[src/rtl/gcd_engine_if.sv]
// Host-side bundle for the GCD coprocessor: start/abort request plus
// operands in, busy/done status and results out.
interface gcd_engine_if #(
    parameter int WIDTH = 16,
    parameter int ITW   = 16
);
    logic             start;
    logic             abort;
    logic [WIDTH-1:0] a_in;
    logic [WIDTH-1:0] b_in;
    logic             busy;
    logic             done;
    logic [WIDTH-1:0] result;
    logic [ITW-1:0]   iters;
    logic             err;

    modport master (
        output start, abort, a_in, b_in,
        input  busy, done, result, iters, err
    );

    modport slave (
        input  start, abort, a_in, b_in,
        output busy, done, result, iters, err
    );
endinterface

[src/rtl/gcd_engine.sv]
// Subtractive GCD coprocessor: Moore control FSM plus A/B datapath with
// zero-operand handling, 0/0 error flag, abort and a saturating step counter.
module gcd_engine #(
    parameter int WIDTH = 16,
    parameter int ITW   = 16
) (
    input  logic        clk,
    input  logic        rst,
    gcd_engine_if.slave bus
);
    localparam logic [2:0] S_IDLE = 3'd0;
    localparam logic [2:0] S_CMP  = 3'd1;
    localparam logic [2:0] S_SUBA = 3'd2;
    localparam logic [2:0] S_SUBB = 3'd3;
    localparam logic [2:0] S_FIN  = 3'd4;

    localparam logic [ITW-1:0] ITERS_MAX = '1;

    logic [2:0]       state_q, state_d;
    logic [WIDTH-1:0] a_q, a_d;
    logic [WIDTH-1:0] b_q, b_d;
    logic [WIDTH-1:0] result_q, result_d;
    logic [ITW-1:0]   iters_q, iters_d;
    logic             err_q, err_d;
    logic [ITW-1:0]   iters_inc;

    assign iters_inc = (iters_q == ITERS_MAX) ? iters_q : iters_q + ITW'(1);

    always_comb begin
        state_d  = state_q;
        a_d      = a_q;
        b_d      = b_q;
        result_d = result_q;
        iters_d  = iters_q;
        err_d    = err_q;
        case (state_q)
            S_IDLE: begin
                if (bus.start) begin
                    a_d     = bus.a_in;
                    b_d     = bus.b_in;
                    iters_d = '0;
                    err_d   = 1'b0;
                    state_d = S_CMP;
                end
            end
            S_CMP: begin
                if (bus.abort) begin
                    state_d = S_IDLE;
                end else if (a_q == '0 || b_q == '0) begin
                    result_d = a_q | b_q;
                    err_d    = (a_q == '0) && (b_q == '0);
                    state_d  = S_FIN;
                end else if (a_q == b_q) begin
                    result_d = a_q;
                    state_d  = S_FIN;
                end else if (a_q > b_q) begin
                    state_d = S_SUBA;
                end else begin
                    state_d = S_SUBB;
                end
            end
            S_SUBA: begin
                if (bus.abort) begin
                    state_d = S_IDLE;
                end else begin
                    a_d     = a_q - b_q;
                    iters_d = iters_inc;
                    state_d = S_CMP;
                end
            end
            S_SUBB: begin
                if (bus.abort) begin
                    state_d = S_IDLE;
                end else begin
                    b_d     = b_q - a_q;
                    iters_d = iters_inc;
                    state_d = S_CMP;
                end
            end
            S_FIN:   state_d = S_IDLE;
            default: state_d = S_IDLE;
        endcase
    end

    always_ff @(posedge clk or posedge rst) begin
        if (rst) begin
            state_q  <= S_IDLE;
            a_q      <= '0;
            b_q      <= '0;
            result_q <= '0;
            iters_q  <= '0;
            err_q    <= 1'b0;
        end else begin
            state_q  <= state_d;
            a_q      <= a_d;
            b_q      <= b_d;
            result_q <= result_d;
            iters_q  <= iters_d;
            err_q    <= err_d;
        end
    end

    assign bus.busy   = (state_q == S_CMP) || (state_q == S_SUBA) || (state_q == S_SUBB);
    assign bus.done   = (state_q == S_FIN);
    assign bus.result = result_q;
    assign bus.iters  = iters_q;
    assign bus.err    = err_q;
endmodule

[src/flat_wrapper.sv]
// flat-port wrapper written by rule: the top's interface ports become plain ports
module gcd_engine_flat 
#(
    parameter int WIDTH = 16,
    parameter int ITW   = 16
)
  (clk, rst, bus_start, bus_abort, bus_a_in, bus_b_in, bus_busy, bus_done, bus_result, bus_iters, bus_err);
  gcd_engine_if #(.WIDTH(WIDTH), .ITW(ITW)) bus_i ();
  input  logic clk;
  input  logic rst;
  input wire logic [$bits(bus_i.start)-1:0] bus_start;
  input wire logic [$bits(bus_i.abort)-1:0] bus_abort;
  input wire logic [$bits(bus_i.a_in)-1:0] bus_a_in;
  input wire logic [$bits(bus_i.b_in)-1:0] bus_b_in;
  output wire logic [$bits(bus_i.busy)-1:0] bus_busy;
  output wire logic [$bits(bus_i.done)-1:0] bus_done;
  output wire logic [$bits(bus_i.result)-1:0] bus_result;
  output wire logic [$bits(bus_i.iters)-1:0] bus_iters;
  output wire logic [$bits(bus_i.err)-1:0] bus_err;
  assign bus_i.start = bus_start;
  assign bus_i.abort = bus_abort;
  assign bus_i.a_in = bus_a_in;
  assign bus_i.b_in = bus_b_in;
  assign bus_busy = bus_i.busy;
  assign bus_done = bus_i.done;
  assign bus_result = bus_i.result;
  assign bus_iters = bus_i.iters;
  assign bus_err = bus_i.err;
  gcd_engine #(.WIDTH(WIDTH), .ITW(ITW)) u_core (.clk(clk), .rst(rst), .bus(bus_i));
endmodule
[config.mk]
export PLATFORM = sky130hd
export DESIGN_NAME = gcd_engine_flat
export DESIGN_NICKNAME = d
export VERILOG_FILES = /design/src/rtl/gcd_engine_if.sv /design/src/rtl/gcd_engine.sv /design/src/flat_wrapper.sv
export SDC_FILE = /design/constraint.sdc
export NUM_CORES = 1
export LEC_CHECK = 0
export BUFFER_PORTS_ARGS = -buffer_cell sky130_fd_sc_hd__buf_2
export CAP_MARGIN = 20
export CORE_MARGIN = 4
export CORE_UTILIZATION = 30
export CTS_CLUSTER_DIAMETER = 80
export DETAILED_ROUTE_END_ITERATION = 10
export PLACE_DENSITY = 0.55
export SLEW_MARGIN = 20
export SYNTH_ARGS = -nofsm -noshare
export SYNTH_HDL_FRONTEND = slang
export SYNTH_SLANG_ARGS = --single-unit
[constraint.sdc]
create_clock -name clk -period 2.66 [get_ports clk]
set_clock_uncertainty 0.1 [all_clocks]
set_input_delay 0.133 -clock clk [delete_from_list [all_inputs] [get_ports clk]]
set_output_delay 0.133 -clock clk [all_outputs]
set_load 0.02 [all_outputs]
Word-level counts from Yosys, hierarchy flattened
Index checks and enable logic that the tools add are counted.
{ "totals": {"n_memories": 0, "wordCells": 66, "out_inout_bits": 35, "latchBits": 0, "ramBits": 0, "rom_bits": 0, "register_bits": 68} }
{ "op_classes": {"n_lt_le_gt_ge": 1, "n_reduce_logical": 18, "addsub": 3, "bitwise_logic": 2, "mux": 23, "n_eq_ne": 13, "shift": 0, "n_mul": 0, "div": 0} }
{ "ops": {"columns": ["cell", "n"], "rows": [
  ["$mux W16", 9],
  ["$pmux W16 S2", 3],
  ["$logic_not A16 Y1", 2],
  ["$sub A16 B16 Y16", 2],
  ["$add A16 B1 Y16 const B", 1],
  ["$eq A16 B16 Y1", 1],
  ["$eq A16 B16 Y1 const B", 1],
  ["$gt A16 B16 Y1", 1],
  ["$or A16 B16 Y16", 1],
  ["$mux W3", 4],
  ["$ne A2 B2 Y1 const B", 6],
  ["$reduce_bool A2 Y1", 5],
  ["$pmux W3 S3", 1],
  ["$reduce_and A3 Y1", 3],
  ["$reduce_and A4 Y1", 2],
  ["$eq A3 B2 Y1 const B", 2],
  ["$mux W1", 5],
  ["$eq A3 B1 Y1 const B", 1],
  ["$eq A3 B3 Y1 const B", 1],
  ["$logic_not A3 Y1", 1],
  ["$logic_or A1 B1 Y1", 3],
  ["$ne A2 B1 Y1 const B", 1],
  ["$pmux W1 S2", 1],
  ["$reduce_or A2 Y1", 1],
  ["2 further kinds", 2]
]} }

Depth between registers and ports, before layout
{ "logic_depth": {"word_depth": 6, "ltp_mapped": 11, "depth_no_buf": 11} }

Worst setup path after synthesis
OpenSTA, ideal clock, no wires.
{ "synth_path": {"path_kind": "flip-flop to flip-flop", "start": "register u_core.a_q[4]", "end": "register u_core.a_q[14]", "slack_ps": 224, "arrival_ps": 2242, "required_ps": 2466, "stages_incl_launch_ff": 11, "period_less_slack_ps": 2436, "path_cell_list": "dfrtp_1 > inv_1 > ha_1 > inv_2 > a221oi_4 > o21ai_2 > a211o_2 > a31oi_4 > o31ai_2 > xor2_1 > a221oi_2"} }
{ "synth_between": {"elab_chain_len": 3} }
{ "synth_lines": {"columns": ["element", "line", "source"], "rows": [
  ["from (decl)", "gcd_engine.sv:20", "logic [WIDTH-1:0] a_q, a_d;"],
  ["from (signal assigned)", "gcd_engine.sv:88", "a_q <= '0;"],
  ["from (signal assigned)", "gcd_engine.sv:95", "a_q <= a_d;"],
  ["$sub A16 B16 Y16", "gcd_engine.sv:66", "a_d = a_q - b_q;"],
  ["$mux W16", "gcd_engine.sv:63", "if (bus.abort) begin"],
  ["$pmux W16 S2", "gcd_engine.sv:36", "case (state_q)"]
]} }
No other way between the ends. The select of a mux whose other input is x is not followed.
A chain may end at the register's enable or synchronous reset.

Final worst setup path
{ "layout_path": {"start": "register u_core.b_q[2]", "end": "register u_core.b_q[9]"} }
{ "layout_between": {"elab_chain_len": 3} }
{ "layout_lines": {"columns": ["element", "line", "source"], "rows": [
  ["from (decl)", "gcd_engine.sv:21", "logic [WIDTH-1:0] b_q, b_d;"],
  ["from (signal assigned)", "gcd_engine.sv:89", "b_q <= '0;"],
  ["from (signal assigned)", "gcd_engine.sv:96", "b_q <= b_d;"],
  ["$sub A16 B16 Y16", "gcd_engine.sv:75", "b_d = b_q - a_q;"],
  ["$mux W16", "gcd_engine.sv:72", "if (bus.abort) begin"],
  ["$pmux W16 S2", "gcd_engine.sv:36", null]
]} }
No other way between the ends. The select of a mux whose other input is x is not followed.

==> impl_metrics.toml <==
[global_routing]
grt_pass1_vias = 4622
antenna_found_initial = 0
overflow = 0
grt_pass1_wl_mm = 25.0
grt_max_degree = 69
grt_usage_pct = 16.1

[placed_design]
place_hpwl_mm = 12.2
portBuffers = 70
gp_congestion = 0.950

[final_layout]
drive_gt1_share_pct = 23.2
synthToLayoutAreaGrowth_pct = 29.5
n_fill_cell = 1705
post-route-util_pct = 39.8
seqCellArea_um2 = 1700
multiInputGateArea_um2 = 3110
diodes = 0
finalNetCount = 836

[power_and_ir_drop]
ir_drop_v = 0.000455
design_power_total_uw = 8810
power_density_nw_per_um2 = 1330
leakage_uw = 0.00313

[sta]
holdWs_ns = 0.00852
max_slew_margin_pct = 69.8
final-setup-viol-count = 0
finalHoldViolations = 0
clock.fmax_ghz = 0.397
slew_viol_final = 0
fin_crit_ns = 2.52
tightestPinTransition_ns = 0.449
fin_crit_sh_pct = 94.6

[yosys]
synth-edff-count = 0
ys_seq_elements = 68
syn_inst = 616
ys_types = 67
postSynth.asyncResetShare_pct = 100
ys_warn_count = 0
synthFlopType = "dfrtp_1"
avgSynthCellArea_um2 = 8.29
syn-num-nets = 702
yosysSeqAreaShare_pct = 33.3
netlist_area_um2 = 5110

[critical_path]
crit_chain = "inv_1 > ha_1 > or3_4 > o211ai_1 > buf_4 > nand3_1 > o311ai_0 > xnor2_1 > o221ai_1"
r2r.worst_path.cells = 9
worstPathRequired_ns = 2.77
slowest_delay_ns = 0.40
cp_slowest_cell = "dfrtp_1"
crit_type = "reg -> reg"
cp.arrival_ns = 2.62
cp_max_fo = 6
crit_path_end_kind = "register"
reg2reg_slack_ns = 0.14
start_kind = "register"
rr_endpoint = "u_core.b_q[9]$_DFFE_PP0P_"
r2r_start = "u_core.b_q[2]$_DFFE_PP0P_"

[route]
wl_per_cell_um = 15.9
firstDrtPassIters = 6
viasPerCell = 4.86
drc = 0
drt_iter0_drc = 293
antenna_left = 0
vias = 4734
wl_mm = 15.5

[clock_network]
h-tree-depth = 3
worstSkewPairLatency_ns = 0.34
cts_max_path_buffers = 2
cts_tree = "built"
cts_num_sinks = 68
clkTransAtPathRegs_ns = 0.06
clockRootBuffer = "clkbuf_16"
cts-buffers-inserted = 9

[run_status]
status = "finished, final reports clean"

[hold_path]
min_to = "u_core.a_q[12]$_DFFE_PP0P_"
min_from = "bus_a_in[12]"
min_path_type = "in -> reg"
min_path_cells = 3

[die]
die_y_um = 138
fp.dieW_um = 138
initial_utilization_pct = 30.7
die_area_um2 = 19200
io_pins = 71
row_count = 47
core_um2 = 16600

[flow_run]
maxCapViolations = 0
-- worst max-delay path: cells and delay by family (launching register included) --
family	cells	cell delay [ns]
AOI/OAI and AO/OA	3	0.54
xor gates and xnor gates	1	0.20
and+or+nand+nor	2	0.46
adders and majority gates	1	0.39
DFF	1	0.40
buffers and inverters	2	0.29
-- cells in the mapped netlist, types with 6 or more instances --
master | instances | area (µm²)
o21bai_1 | 6 | 45.0
nand2b_1 | 6 | 37.5
nand3_1 | 10 | 50.1
nor2_1 | 52 | 195
xnor2_1 | 25 | 219
nand4_1 | 7 | 43.8
inv_1 | 46 | 173
nor4_1 | 12 | 75.1
nand2_1 | 81 | 304
a21oi_1 | 37 | 185
dfrtp_1 | 68 | 1700
o22ai_1 | 7 | 43.8
ha_1 | 48 | 601
clkbuf_1 | 20 | 75.1
nor3_1 | 15 | 75.1
a21o_1 | 6 | 45.0
o31ai_1 | 7 | 52.6
o21ai_0 | 75 | 375
-- cells in the final DEF (no fill, tap or decap), types with 3 or more instances in the layout --
cell type | netlist | routed
a211oi_1 | 4 | 4
a21o_1 | 6 | 6
a21oi_1 | 37 | 37
a221oi_2 | 2 | 3
a31oi_1 | 5 | 5
and3_1 | 5 | 5
buf_2 | 0 | 70
buf_4 | 0 | 60
clkbuf_16 | 0 | 9
dfrtp_1 | 68 | 68
dlygate4sd3_1 | 0 | 19
ha_1 | 48 | 46
inv_1 | 46 | 45
inv_2 | 2 | 3
mux2i_1 | 4 | 4
nand2_1 | 81 | 81
nand2b_1 | 6 | 6
nand3_1 | 10 | 10
nand4_1 | 7 | 7
nor2_1 | 52 | 52
nor2b_1 | 4 | 4
nor3_1 | 15 | 12
nor3_2 | 0 | 3
nor4_1 | 12 | 11
o21ai_0 | 75 | 75
o21ai_1 | 4 | 3
o21ai_2 | 2 | 3
o21bai_1 | 6 | 6
o221ai_1 | 3 | 3
o22ai_1 | 7 | 7
o31ai_1 | 7 | 7
xnor2_1 | 25 | 25
xor2_1 | 4 | 4
-- registers in the layout (all words and copies together) (netlist names) --
| register | count |
|---|---|
| u_core.a_q | 16 |
| u_core.b_q | 16 |
| u_core.bus.err | 1 |
| u_core.bus.iters | 16 |
| u_core.bus.result | 16 |
| u_core.state_q | 3 |
-- logic make-up (layout without fill, tap and decap cells) --
| kind of cell | Yosys count | count (layout) | synth area share, % |
|---|---|---|---|
| flops | 68 | 68 | 33.3 |
| mux | 5 | 5 | 1.00 |
| simple gates | 204 | 204 | 18.3 |
| buf+inv | 76 | 215 | 6.98 |
| fa+ha+maj | 50 | 50 | 12.5 |
| xor+xnor | 29 | 29 | 4.97 |
| compound gates | 184 | 184 | 22.8 |
-- cell type report --
type | count | share of cell area (%)
clock buffers | 12 | 3.73
clock inverters | 4 | 1.10
multi-input cells | 472 | 47.0
inverters | 48 | 2.72
repair buffers | 151 | 15.6
flip-flops and latches | 68 | 25.7
well taps | 220 | 4.16
-- timing repair --
| action | in CTS | in global routing |
|---|---|---|
| setup buffers | 0 | 2 |
| resized for setup | 0 | 11 |
| hold buffers | 19 | 0 |
| setup endpoints to repair | 0 | 30 |
| endpoints found under the hold margin | 86 | 0 |
-- worst max-delay path by stage --
stage	start	endpoint	slack (ns)	depth (start not counted)
after floorplan	u_core.a_q[4]$_DFFE_PP0P_	u_core.a_q[14]$_DFFE_PP0P_	0.22	10
after global placement	u_core.b_q[4]$_DFFE_PP0P_	u_core.a_q[14]$_DFFE_PP0P_	0.09	10
after detailed placement	u_core.b_q[4]$_DFFE_PP0P_	u_core.a_q[14]$_DFFE_PP0P_	0.04	10
after CTS	u_core.b_q[4]$_DFFE_PP0P_	u_core.b_q[14]$_DFFE_PP0P_	0.01	10
after global routing	u_core.b_q[4]$_DFFE_PP0P_	u_core.a_q[14]$_DFFE_PP0P_	-0.01	10
final	u_core.b_q[2]$_DFFE_PP0P_	u_core.b_q[9]$_DFFE_PP0P_	0.14	9
-- stage by stage --
step | setup WS, ns | cell area (µm²) | TNS, ns | cells
finish | 0.144 | 6620 | 0 | 975
global route | -0.0103 | 6620 | -0.0103 | 975
CTS | 0.0136 | 6550 | 0 | 973
detailed placement | 0.0382 | 6040 | 0 | 938
global placement | 0.0884 | 6040 | 0 | 938
floorplan | 0.224 | 5110 | 0 | 616
-- power breakdown --
group          internal, µW  leakage (µW)  total, µW  switching, µW
logic                  2570       0.00210       5920           3350
clock network           846      0.000153       1320            472
registers              1310      0.000883       1570            263
total                  4720       0.00313       8810           4080
-- per-layer routing --
metal	vias up	share of wire (%)	global-route usage (%)
li1	2425	-	-
met1	2162	51	23.8
met2	126	43	24.2
met3	21	4.3	2.28
met4	0	1.9	5.25
met5	-	0	0
Power figures use the tool's default switching activity.
